### src/rtl/sipo_deser.sv
// -----------------------------------------------------------------------------
// sipo_deser
//
// Purpose
//   Serial-in / parallel-out deserialiser placed between a serial link front
//   end and the word-level datapath. Serial bits qualified by in_valid are
//   gathered into WIDTH-bit frames. Each completed frame is presented on a
//   valid/ready output handshake. Frames may run back to back with no dead
//   cycle. A sticky overrun flag is set when an unconsumed word is overwritten.
//
// Parameters
//   WIDTH      bits per frame and output word width (WIDTH >= 2)
//   MSB_FIRST  0: first received bit -> out_data[0]
//              1: first received bit -> out_data[WIDTH-1]
//   CNT_W      width of the bit counter and of the bit_count port
//
// Ports
//   clk        clock, rising edge
//   res        asynchronous active-high reset
//   in_bit     serial data bit
//   in_valid   in_bit is sampled on this edge
//   clear      synchronous frame restart: drops the partial frame, clears overrun
//   out_ready  downstream accepts out_data this cycle
//   out_data   assembled word, held after consumption
//   out_valid  out_data holds an unconsumed word
//   overrun    sticky: a word was overwritten before it was accepted
//   bit_count  bits captured in the current partial frame, 0..WIDTH-1
// -----------------------------------------------------------------------------
module sipo_deser #(
  parameter int WIDTH     = 10,
  parameter bit MSB_FIRST = 1'b0,
  parameter int CNT_W     = $clog2(WIDTH + 1)
) (
  input  logic             clk,
  input  logic             res,
  input  logic             in_bit,
  input  logic             in_valid,
  input  logic             clear,
  input  logic             out_ready,
  output logic [WIDTH-1:0] out_data,
  output logic             out_valid,
  output logic             overrun,
  output logic [CNT_W-1:0] bit_count
);

  // Counter value of the final bit of a frame.
  localparam logic [CNT_W-1:0] LAST_BIT = CNT_W'(WIDTH - 1);

  // Partial frame being assembled; bits land directly in their output position.
  logic [WIDTH-1:0] shift_q;
  // Partial frame with the current in_bit merged in at its position.
  logic [WIDTH-1:0] frame_next;
  // Output bit position of the bit currently being received.
  logic [CNT_W-1:0] pos;

  logic capture;   // a bit is accepted on this edge
  logic complete;  // the accepted bit finishes a frame
  logic consume;   // the pending output word is taken downstream

  // clear has priority: a bit arriving with clear is dropped.
  assign capture  = in_valid & ~clear;
  assign complete = capture & (bit_count == LAST_BIT);
  assign consume  = out_valid & out_ready;

  // Bit order is resolved at the write position, so the completed word needs
  // no reordering and the frame register never has to shift.
  assign pos = MSB_FIRST ? (LAST_BIT - bit_count) : bit_count;

  always_comb begin
    // NOTE: frame_next is assigned in full before the loop so every path
    // drives every bit; a missing default here would infer a latch.
    frame_next = shift_q;
    for (int i = 0; i < WIDTH; i++) begin
      if (pos == CNT_W'(i)) begin
        frame_next[i] = in_bit;
      end
    end
  end

  // ---------------------------------------------------------------------------
  // Capture state: frame register and bit counter.
  // ---------------------------------------------------------------------------
  // NOTE: all state in clocked blocks uses non-blocking assignment so every
  // register samples the pre-edge values of the others, independent of the
  // order in which the blocks are evaluated.
  always_ff @(posedge clk or posedge res) begin
    if (res) begin
      shift_q   <= '0;
      bit_count <= '0;
    end else if (clear) begin
      shift_q   <= '0;
      bit_count <= '0;
    end else if (capture) begin
      if (complete) begin
        // The finished word moves to out_data; the next valid bit, even on
        // the very next edge, starts a fresh frame at position 0.
        shift_q   <= '0;
        bit_count <= '0;
      end else begin
        shift_q   <= frame_next;
        bit_count <= bit_count + CNT_W'(1);
      end
    end
  end

  // ---------------------------------------------------------------------------
  // Output word, handshake and overrun.
  // ---------------------------------------------------------------------------
  always_ff @(posedge clk or posedge res) begin
    if (res) begin
      out_data  <= '0;
      out_valid <= 1'b0;
      overrun   <= 1'b0;
    end else begin
      // A completion wins over a consumption on the same edge: the old word
      // leaves, the new word takes its place and out_valid stays high.
      if (complete) begin
        out_data  <= frame_next;
        out_valid <= 1'b1;
      end else if (consume) begin
        out_valid <= 1'b0;
      end

      // Overrun marks a pending word replaced without being accepted. clear
      // never coincides with a completion, so the two branches do not race.
      if (clear) begin
        overrun <= 1'b0;
      end else if (complete && out_valid && !out_ready) begin
        overrun <= 1'b1;
      end
    end
  end

endmodule

### config.mk
export PLATFORM = sky130hd
export DESIGN_NAME = sipo_deser
export DESIGN_NICKNAME = d
export VERILOG_FILES = /design/src/rtl/sipo_deser.sv
export SDC_FILE = /design/constraint.sdc
export NUM_CORES = 1
export LEC_CHECK = 0
export CAP_MARGIN = 20
export CORE_MARGIN = 2
export CORE_UTILIZATION = 58
export CTS_BUF_LIST = sky130_fd_sc_hd__clkbuf_4
export DETAILED_ROUTE_END_ITERATION = 7
export PLACE_DENSITY = 0.86
export SETUP_SLACK_MARGIN = 0.02
export SYNTH_ARGS = -nofsm -noshare
export SYNTH_HDL_FRONTEND = slang
export SYNTH_SLANG_ARGS = --single-unit
export TNS_END_PERCENT = 30
### constraint.sdc
create_clock -name clk -period 2.9 [get_ports clk]
set_input_delay 0.29 -clock clk [delete_from_list [all_inputs] [get_ports clk]]
set_output_delay 0.29 -clock clk [all_outputs]
set_load 0.005 [all_outputs]
* Word level (Yosys, flattened, before mapping)
Cells that the tools add are included.
Word-level totals: register bits 26, output and inout bits 16
Cells by class: $add $sub $neg 1, equal/unequal tests 9, muxes and demuxes 20, bitwise gates (word level) 4, reductions and logical operators 7
Operators by type and width (number):
- $mux 10 | 3
- $eq 4x3->1 const B | 4
- $mux 1 | 14
- $mux 4 | 3
- $eq 4x2->1 const B | 2
- $eq 4x4->1 const B | 2
- $reduce_bool 2->1 | 3
- $add 4x1->4 const B | 1
- $eq 4x1->1 const B | 1
- $logic_not 4->1 | 1
- $and 1x1->1 | 3
- $logic_and 1x1->1 | 2
- $logic_not 1->1 | 1
- $not 1->1 | 1

* Logic depth before layout (Yosys ltp)
Gate-level depths: netlist of run 1.
word-level depth 7, gate-level depth with buffers 8

* Worst setup path before layout of run 1
OpenSTA, ideal clock, no wires.
kind register to register, start reg bit_count[1], end reg out_data[1], setup time 125 ps, arrival 1680 ps, path slack 1094 ps, cell stages (with the launch flop) 9, path buffers 3, clock period less this slack 1806 ps, path through dfrtp_1 -> inv_1 -> ha_1 -> buf_2 -> and4b_1 -> buf_6 -> and2_4 -> buf_6 -> mux2_4
On the way: longest elaborated chain between the ends 2, elaborated cells on any way between the ends 4, those cells by class eq/ne (2); mux (1); bitwise (1)
RTL lines:
- start: declaration | RTL line 43 | output logic [CNT_W-1:0] bit_count
- start signal: assignment | RTL line 101 | bit_count <= bit_count + CNT_W'(1);
- $eq 4x1->1 / $eq 4x4->1 (equally long branches) | RTL line 74, 62
- $mux 1 / $and 1x1->1 (equally long branches) | RTL line 74, 62
- end signal: assignment | RTL line 118 | out_data <= frame_next;
- end: declaration | RTL line 40 | output logic [WIDTH-1:0] out_data,
Parallel ways exist; a longest one is shown, timed or not. A chain may end at the register's enable or synchronous reset.

* Final worst setup path of run 1
start reg bit_count[1], end reg out_data[7]
On the way: longest elaborated chain between the ends 2, elaborated cells on any way between the ends 4, those cells by class eq/ne (2); mux (1); bitwise (1)
RTL lines (RTL line):
- $eq 4x3->1 / $eq 4x4->1 (equally long branches) | 74, 62
- $mux 1 / $and 1x1->1 (equally long branches) | 74, 62
Parallel ways exist; a longest one is shown, timed or not.

==> results.json, run 1 <==
{
  "synth_top_area_cell": "dfrtp_1",
  "rsz0062_at_grt": "no",
  "synth_seq_area_share_pct": 48.1,
  "clock_sinks": 25,
  "netlist.area_leader.share_pct": 48.1,
  "syn_to_final_growth_pct": 18.1,
  "place_area_sq_mm": 0.00151,
  "overflow": 0,
  "clock_path_buffers": 2,
  "period_needed_ns": 1.98,
  "synth_warnings": 0,
  "first_global_vias": 976,
  "die_w_microns": 51.4,
  "clock-root-buffer": "clkbuf_4",
  "slew_viol_final": 0,
  "p_per_area_mw_per_mm2": 382,
  "peakVddDrop_uv": 267,
  "grt_max_degree": 26,
  "wl_microns": 2660,
  "grt-busiest-layer": "met2",
  "synth_flop_cell": "dfrtp_1",
  "num_vias": 975,
  "track_usage_pct": 22.8,
  "viasPerCell": 5.80,
  "synthMostInstantiatedCell": "dfrtp_1",
  "first_iter_violations": 17,
  "status": "finished, final reports clean",
  "hold_viol_final": 0,
  "nNetsFinal": 151,
  "multi_input_area_sq_um": 593,
  "cts_buffers": 3,
  "synthCells": 121,
  "grt_use_met2_pct": 38.5,
  "arrival_ns": 2.21,
  "initial_core_util_pct": 60.0,
  "synth_area_sq_mm": 0.00130,
  "cts-resized-gates": 0,
  "antenna_found_initial": 0,
  "die-height_microns": 51.4,
  "place.gp.congestion": 0.762,
  "portBuffers": 21,
  "io_pins": 22,
  "ys_seq_elements": 25,
  "grtUsageMet1_pct": 30.0,
  "power_leakage_uw": 0.000678,
  "synth_commonest_cells": "dfrtp_1, inv_1, a21oi_1, nand2_1, a31oi_1",
  "timing.final.crit_share_pct": 68.4,
  "num_antenna_cells": 0,
  "worstMarginPinSlew_ns": 0.969,
  "final_core_util_pct": 70.8,
  "synth_edf_count": 0,
  "drv_cap": 0,
  "met3_usage_pct": 2.92,
  "design_area_sq_mm": 0.00154,
  "drive_gt1_share_pct": 14.3,
  "worstSetupPathType": "flip-flop to flip-flop",
  "critPathMaxFanout": 11,
  "htree_levels": 1,
  "end_kind": "flip-flop",
  "ant_nets": 0,
  "relSlewSlack_pct": 35.3,
  "cts.clk_slew.worst_paths_ns": 0.15,
  "synth-simple-area-share_pct": 13.6,
  "fmax_mhz": 504,
  "coreArea_sq_mm": 0.00217,
  "hpwl_microns": 1860,
  "wire_per_inst_microns": 15.9,
  "drc": 0,
  "cts_tree": "built",
  "clock_skew_ns": 0.00492,
  "synth_compound_area_share_pct": 13.7,
  "synth_nets": 131,
  "critPathRequiredTime_ns": 3.13,
  "synth.area.top_cells": "dfrtp_1, mux2_4, mux2_2",
  "fin_tns_setup_ns": 0,
  "holdBufCountCts": 0,
  "clk_latency_ns": 0.33,
  "worst_slack_ns": 0.915,
  "setup_violations": 0,
  "postCtsSetupRepairBufs": 0,
  "regArea_sq_um": 626,
  "synth_top_family_by_area": "compound AO/OA/AOI/OAI gates",
  "grt_pass1_wl_microns": 4450,
  "synth_fa_ha_area_share_pct": 3.85,
  "synth_cell_types": 28,
  "startpoint_type": "flip-flop",
  "fillers": 173,
  "synthMuxAreaShare_pct": 13.2,
  "hp-class": "input pin to async pin",
  "dr.pass1.iters": 4,
  "rows": 17,
  "ys_async_sr_fraction_pct": 100,
  "synthXorXnorAreaFrac_pct": 1.35,
  "syn_avg_cell_area_sq_um": 10.8,
  "power_uw": 588,
  "pre_cts_slack_ns": 0.933,
  "die_area_sq_mm": 0.00264
}
==> cell type report <==
| class | count | share of cell area [%] |
|---|---|---|
| Sequential cell | 25 | 40.7 |
| Tap cell | 28 | 2.28 |
| Clock buffer | 3 | 1.47 |
| Multi-Input combinational cell | 79 | 38.6 |
| Timing Repair Buffer | 22 | 14.2 |
| Clock inverter | 1 | 0.326 |
| Inverter | 10 | 2.44 |
==> cells in the final DEF (no fill, tap or decap), types with 2 or more instances in the layout <==
master	instances
or3b_2	3
o21ai_0	5
nand3_1	3
a31oi_1	7
nand2_1	8
o22ai_1	6
a21oi_1	9
nor2_1	3
clkbuf_4	3
mux2i_1	4
ha_1	4
mux2_2	5
nand3b_1	6
nor2b_1	2
clkdlybuf4s50_1	21
inv_1	10
dfrtp_1	25
mux2_4	5
==> per-layer routing <==
| layer | part of all wire (%) | up-vias |
|---|---|---|
| met5 | 0 | - |
| met3 | 2.8 | 4 |
| met2 | 50 | 23 |
| met1 | 46 | 479 |
| li1 | - | 469 |
| met4 | 1.1 | 0 |
==> metrics by stage <==
step                      std cells  hold slack [ns]
after floorplan                 121            0.317
after global placement          164            0.484
after detailed placement        164            0.491
after CTS                       168            0.502
after global routing            168            0.544
final                           168            0.470
==> cell families (layout without fill, tap and decap cells) <==
group,after synthesis,count (layout)
AO/OA/AOI/OAI,30,30
XOR/XNOR,2,2
adder cells (fa/ha/maj),4,4
buffers and inverters,17,36
flip-flops,25,25
multiplexers,14,14
AND/OR/NAND/NOR,29,29
==> power by group <==
part | total (uW) | internal, uW | switching [uW]
Clock | 166 | 51.8 | 114
Sequential | 359 | 353 | 5.84
Combinational | 62.6 | 27.2 | 35.4
==> path summary, 6_finish.rpt <==
check                              from          end  slack, ns  cells after the start
setup reg to reg           bit_count[1]  out_data[7]       0.92                      5
min in group clk                overrun      overrun       0.53                      2
hold reg to reg                 overrun      overrun       0.53                      2
setup / recovery           bit_count[1]  out_data[7]       0.92                      5
hold / removal                      res  out_data[1]       0.47                      2
max in group asynchronous           res   shift_q[2]       1.85                      2
==> registers in the layout, summed over array words and instances, names as in the netlist <==
register   flops
out_data      10
shift_q        9
bit_count      4
out_valid      1
overrun        1
==> worst max-delay path: stages, from the launching register on <==
cell and delay [ns]:
dfrtp_1 0.47, inv_1 0.12, ha_1 0.30, and4b_1 0.37, and2_4 0.28, mux2_2 0.35
Note: power is estimated with default switching activity, not from simulation.
==> inputs of run 2 (changes only) <==
Settings changed: CORE_UTILIZATION 58 to 54, PLACE_DENSITY 0.86 to 0.81.
Clock period 2.9 ns to 2 ns, I/O delays scaled along.
==> results.json, run 2 (synthesized netlist as in run 1, its figures left out) <==
{
  "worstSetupPathType": "flip-flop to flip-flop",
  "fmax_mhz": 547,
  "grt_max_degree": 26,
  "num_antenna_cells": 0,
  "timing.final.crit_share_pct": 91.3,
  "largest_register": "out_data",
  "setup_violations": 0,
  "dr.pass1.iters": 4,
  "cts_buffers": 3,
  "largest_register_ffs": 10,
  "relSlewSlack_pct": 74.6,
  "clock_skew_ns": 0.00363,
  "num_vias": 1049,
  "grt_pass1_wl_microns": 4720,
  "power_leakage_uw": 0.000710,
  "critPathMaxStageDelay_ns": 0.46,
  "met3WireLength_microns": 71,
  "die_w_microns": 53.1,
  "final_common_cell": "dfrtp_1",
  "wl_met2_microns": 1470,
  "critPathMaxFanout": 9,
  "die_area_sq_mm": 0.00282,
  "hp-class": "input pin to async pin",
  "cts.clk_slew.worst_paths_ns": 0.14,
  "power_uw": 864,
  "startpoint_type": "flip-flop",
  "clock_path_buffers": 2,
  "final_core_util_pct": 70.6,
  "status": "finished, final reports clean",
  "drv_cap": 0,
  "rsz0062_at_grt": "no",
  "top_layer": "met4",
  "layout_common_cells": "dfrtp_1, clkdlybuf4s50_1, inv_1",
  "fin_tns_setup_ns": 0,
  "viasPerCell": 5.99,
  "cts_tree": "built",
  "htree_levels": 1,
  "wl_met1_microns": 1250,
  "clk_latency_ns": 0.33,
  "wl_microns": 2850,
  "nNetsFinal": 158,
  "place.gp.congestion": 0.755,
  "hold_viol_final": 0,
  "arrival_ns": 2.08,
  "portBuffers": 21,
  "io_pins": 22,
  "critPathRequiredTime_ns": 2.25,
  "critical_path.cell_chain": "inv_1 -> ha_1 -> buf_4 -> nand3b_2 -> nand3_1 -> o22ai_1",
  "drc": 0,
  "end_kind": "flip-flop",
  "slew_viol_final": 0,
  "ant_nets": 0,
  "clock-root-buffer": "clkbuf_4",
  "peakVddDrop_uv": 424,
  "syn_to_final_growth_pct": 22.4,
  "first_global_vias": 1047,
  "p_per_area_mw_per_mm2": 542,
  "cpMaxStageDelayCell": "dfrtp_1",
  "coreArea_sq_mm": 0.00225,
  "antenna_found_initial": 0,
  "period_needed_ns": 1.83,
  "top_regs": "out_data: 10 flops, shift_q: 9 flops, bit_count: 4 flops",
  "track_usage_pct": 23.7,
  "initial_core_util_pct": 57.7,
  "wire_per_inst_microns": 16.3,
  "first_iter_violations": 19,
  "clock_sinks": 25,
  "worstMarginPinSlew_ns": 0.381,
  "die-height_microns": 53.1,
  "drive_gt1_share_pct": 19.0,
  "rows": 17,
  "hpwl_microns": 1990,
  "overflow": 0
}
[run 2: changes by cell type in the layout (fill, tap and decap cells not counted)]
| cell | before | now |
|---|---|---|
| and4b_1 | 1 | 0 |
| clkinvlp_4 | 0 | 1 |
| buf_4 | 1 | 8 |
| clkinv_2 | 1 | 0 |
| and4b_2 | 0 | 1 |
[run 2: what timing repair did]
item                       in CTS  in global routing
hold buffers                    0                  0
setup endpoints to repair       0                  1
gates resized for setup         0                  1
buffers inserted                0                  0
[run 2: layout make-up]
class / instances / area [sq um]
Clock buffer: 3 / 22.5
Clock inverter: 1 / 7.51
Fill cell: 178 / 662
Inverter: 10 / 37.5
Multi-Input combinational cell: 79 / 594
Sequential cell: 25 / 626
Tap cell: 28 / 35.0
Timing Repair Buffer: 29 / 270
[run 2: final timing paths]
check                      slack [ns]         start  depth (start not counted)            to
min                              0.19           res                          3     out_valid
max                              0.17  bit_count[1]                          6    shift_q[6]
max reg2reg                      0.17  bit_count[1]                          6    shift_q[6]
min reg2reg                      0.51    shift_q[8]                          2    shift_q[8]
min in group clk                 0.51    shift_q[8]                          2    shift_q[8]
max in group asynchronous        1.56           res                          3  bit_count[0]
[run 2: stage by stage]
stage,setup slack [ns],hold WS [ns],area (sq um),instances
after global routing,0.0355,0.227,1590,175
after detailed placement,0.183,0.475,1560,171
after CTS,0.158,0.200,1590,175
final,0.173,0.194,1590,175
after floorplan,0.194,0.227,1300,121
after global placement,0.270,0.464,1560,171
[run 2: per-layer routing]
layer  up-vias  GRT usage, %
met5         -             0
met4         0          10.3
met3         7          3.95
met2        22          40.6
met1       542          29.4
li1        478             -
[run 2: power by group]
part           internal [uW]  switching [uW]  leakage, uW
Combinational           46.9            55.4     0.000348
Clock                   76.8             165    0.0000139
Sequential               512            7.77     0.000347
[run 2: worst max-delay path: cells and delay by family, from the launching register on]
kind,cells,cell delay (ns)
adder cells (fa/ha/maj),1,0.22
flip-flops,1,0.46
buffers and inverters,2,0.26
AO/OA/AOI/OAI,1,0.29
AND/OR/NAND/NOR,2,0.52
==> RTL edit, RTL diff (config.mk and constraints of run 1) <==
Set the parameter `WIDTH` to 14 (it was 10).
--- a/src/rtl/sipo_deser.sv
+++ b/src/rtl/sipo_deser.sv
@@ -27,7 +27,7 @@
 //   bit_count  bits captured in the current partial frame, 0..WIDTH-1
 // -----------------------------------------------------------------------------
 module sipo_deser #(
-  parameter int WIDTH     = 10,
+  parameter int WIDTH     = 14,
   parameter bit MSB_FIRST = 1'b0,
   parameter int CNT_W     = $clog2(WIDTH + 1)
 ) (
Interface: changed (resized out_data); port bits go from 22 to 26. The function was not compared with the original's and may differ.
==> RTL edit against run 1 <==
- final area is 35% higher
- sequential cell count is 8 higher
- worst setup slack worse by 0.20 ns
- area after synthesis up 34%
- critical path depth decreased by 1
- largest cell class unchanged
- the flow now finishes with violations (design-rule violations)
- critical endpoint is now shift_q[2]$_DFFE_PP0P_
- first-iteration DRC count rose to 6.3 times the old value
- sequential share of layout area is 0.81 points lower
- via count is 52% higher
- total power is 72% higher
- routed wire length rose by 55%
==> RTL edit: results (changes against run 1) <==
status finished with violations; failing checks design-rule violations; worst-path fanout max 25 (+14); largest net degree at the start of global routing 34 (+31%); TritonCTS Buffers 5 (+2); leak pwr 0.0008503 uW (+25%); WL/cell 18.03 um (+14%); Largest regs out_data (14), shift_q (13), bit_count (4); Synth area leaders dfrtp_1 (47%), a31oi_1 (6.1%), a21oi_1 (5.2%); final std cells w/o fill 229 (+36%); distinct cell type count after synthesis 30 (+7.1%); Pre-antenna DRT Iters 7 (+3); via count 1,483 (+52%); Peak VDD IR 0.3313 mV (+24%); Final #Nets 208 (+38%); Final HPWL DP 2643 um (+42%); first-pass GRT wire length 6886 um (+55%); diode count 0 (unchanged); via count of the first global-routing pass 1,423 (+46%); sequential fraction of the synthesis area 0.4724 (-0.008328); Post-CTS Resized 0 (unchanged); dpl cells 221 (+35%); initial antenna violation count 0 (unchanged); H-tree Lvls 2 (+1); I/O Buffers 25 (+19%); R2R depth 4 (-1); skew final 0.01119 ns (+0.006271 ns); endpoints failing hold 0 (unchanged); Critical R2R Launch bit_count[3]$_DFFE_PP0P_; R2R Setup Slk 0.71 ns (-0.20 ns); Post-Syn Nets 185 (+41%); crit path DAT 2.40 ns (+0.19 ns); Critical R2R Capture shift_q[2]$_DFFE_PP0P_; Initial DRC Count 107 (+90); GP Congestion 0.8163 (+7.1%); Synth Area per Inst 10.05 um2 (-6.6%); Synth top cells by count dfrtp_1 (33), a21oi_1 (18), a31oi_1 (17), inv_1 (11), nand2_1 (11); GR Util All Layers 0.2630 (+0.03531); layout cells sized above 1 0.08081 (-0.06205); drt drc 2 (+2); Max-slew headroom 0.4511 (+0.09801)
## RTL edit: logic make-up after synthesis
kind of cell | count (synthesis) | share of synthesized area
fa+ha+maj | 5 | 0.03579
buf+inv | 24 | 0.06729
compound gates | 50 | 0.1739
mux | 7 | 0.04152
flops | 33 | 0.4724
xor+xnor | 2 | 0.01002
simple gates | 53 | 0.1990
## RTL edit: worst max-delay path by stage
stage,start,cells past startpoint,to
floorplan,bit_count[1]$_DFFE_PP0P_,6,bit_count[2]$_DFFE_PP0P_
global placement,bit_count[2]$_DFFE_PP0P_,4,shift_q[1]$_DFFE_PP0P_
detailed placement,bit_count[2]$_DFFE_PP0P_,4,shift_q[0]$_DFFE_PP0P_
CTS,bit_count[2]$_DFFE_PP0P_,1,bit_count[2]
global route,bit_count[2]$_DFFE_PP0P_,4,shift_q[2]$_DFFE_PP0P_
finish,bit_count[3]$_DFFE_PP0P_,4,shift_q[2]$_DFFE_PP0P_
## RTL edit: layout make-up
class / count / area, um2
inverters: 11 / 41.29
flip-flops and latches: 33 / 825.8
clock buffers: 6 / 45.04
well taps: 31 / 38.79
clock inverters: 2 / 33.78
fillers: 202 / 735.7
multi-input cells: 117 / 804.5
repair buffers: 29 / 280.3
## RTL edit: per-layer routing
metal	share of wire	wire length, um	GRT usage
met1	0.44	1821	0.3966
met2	0.47	1948	0.3873
met3	0.078	324	0.05055
met4	0.0085	35	0.07468
met5	0	0	0
## RTL edit: report_power, final
part           leakage [uW]  total (uW)  internal, uW  switching [uW]
combinational      0.000349         148          73.7            74.0
clock             0.0000433         341           189             152
sequential         0.000458         520           472            48.2
total              0.000850        1010           734             274
## RTL edit: stage by stage
| stage | instance area [um2] | util | setup slack (ns) |
|---|---|---|---|
| after detailed placement | 1991 | 0.7096 | 0.8227 |
| after floorplan | 1748 | - | 1.280 |
| final | 2069 | 0.7377 | 0.7142 |
| after global routing | 2069 | 0.7377 | 0.6337 |
| after global placement | 1991 | 0.7096 | 0.8741 |
| after CTS | 2069 | 0.7377 | 0.7841 |
## RTL edit: worst max-delay path: stages, from the launching register on
cell and delay, ns:
dfrtp_1 0.89, and3_1 0.57, buf_4 0.26, nor3b_1 0.07
a221o_1 0.27
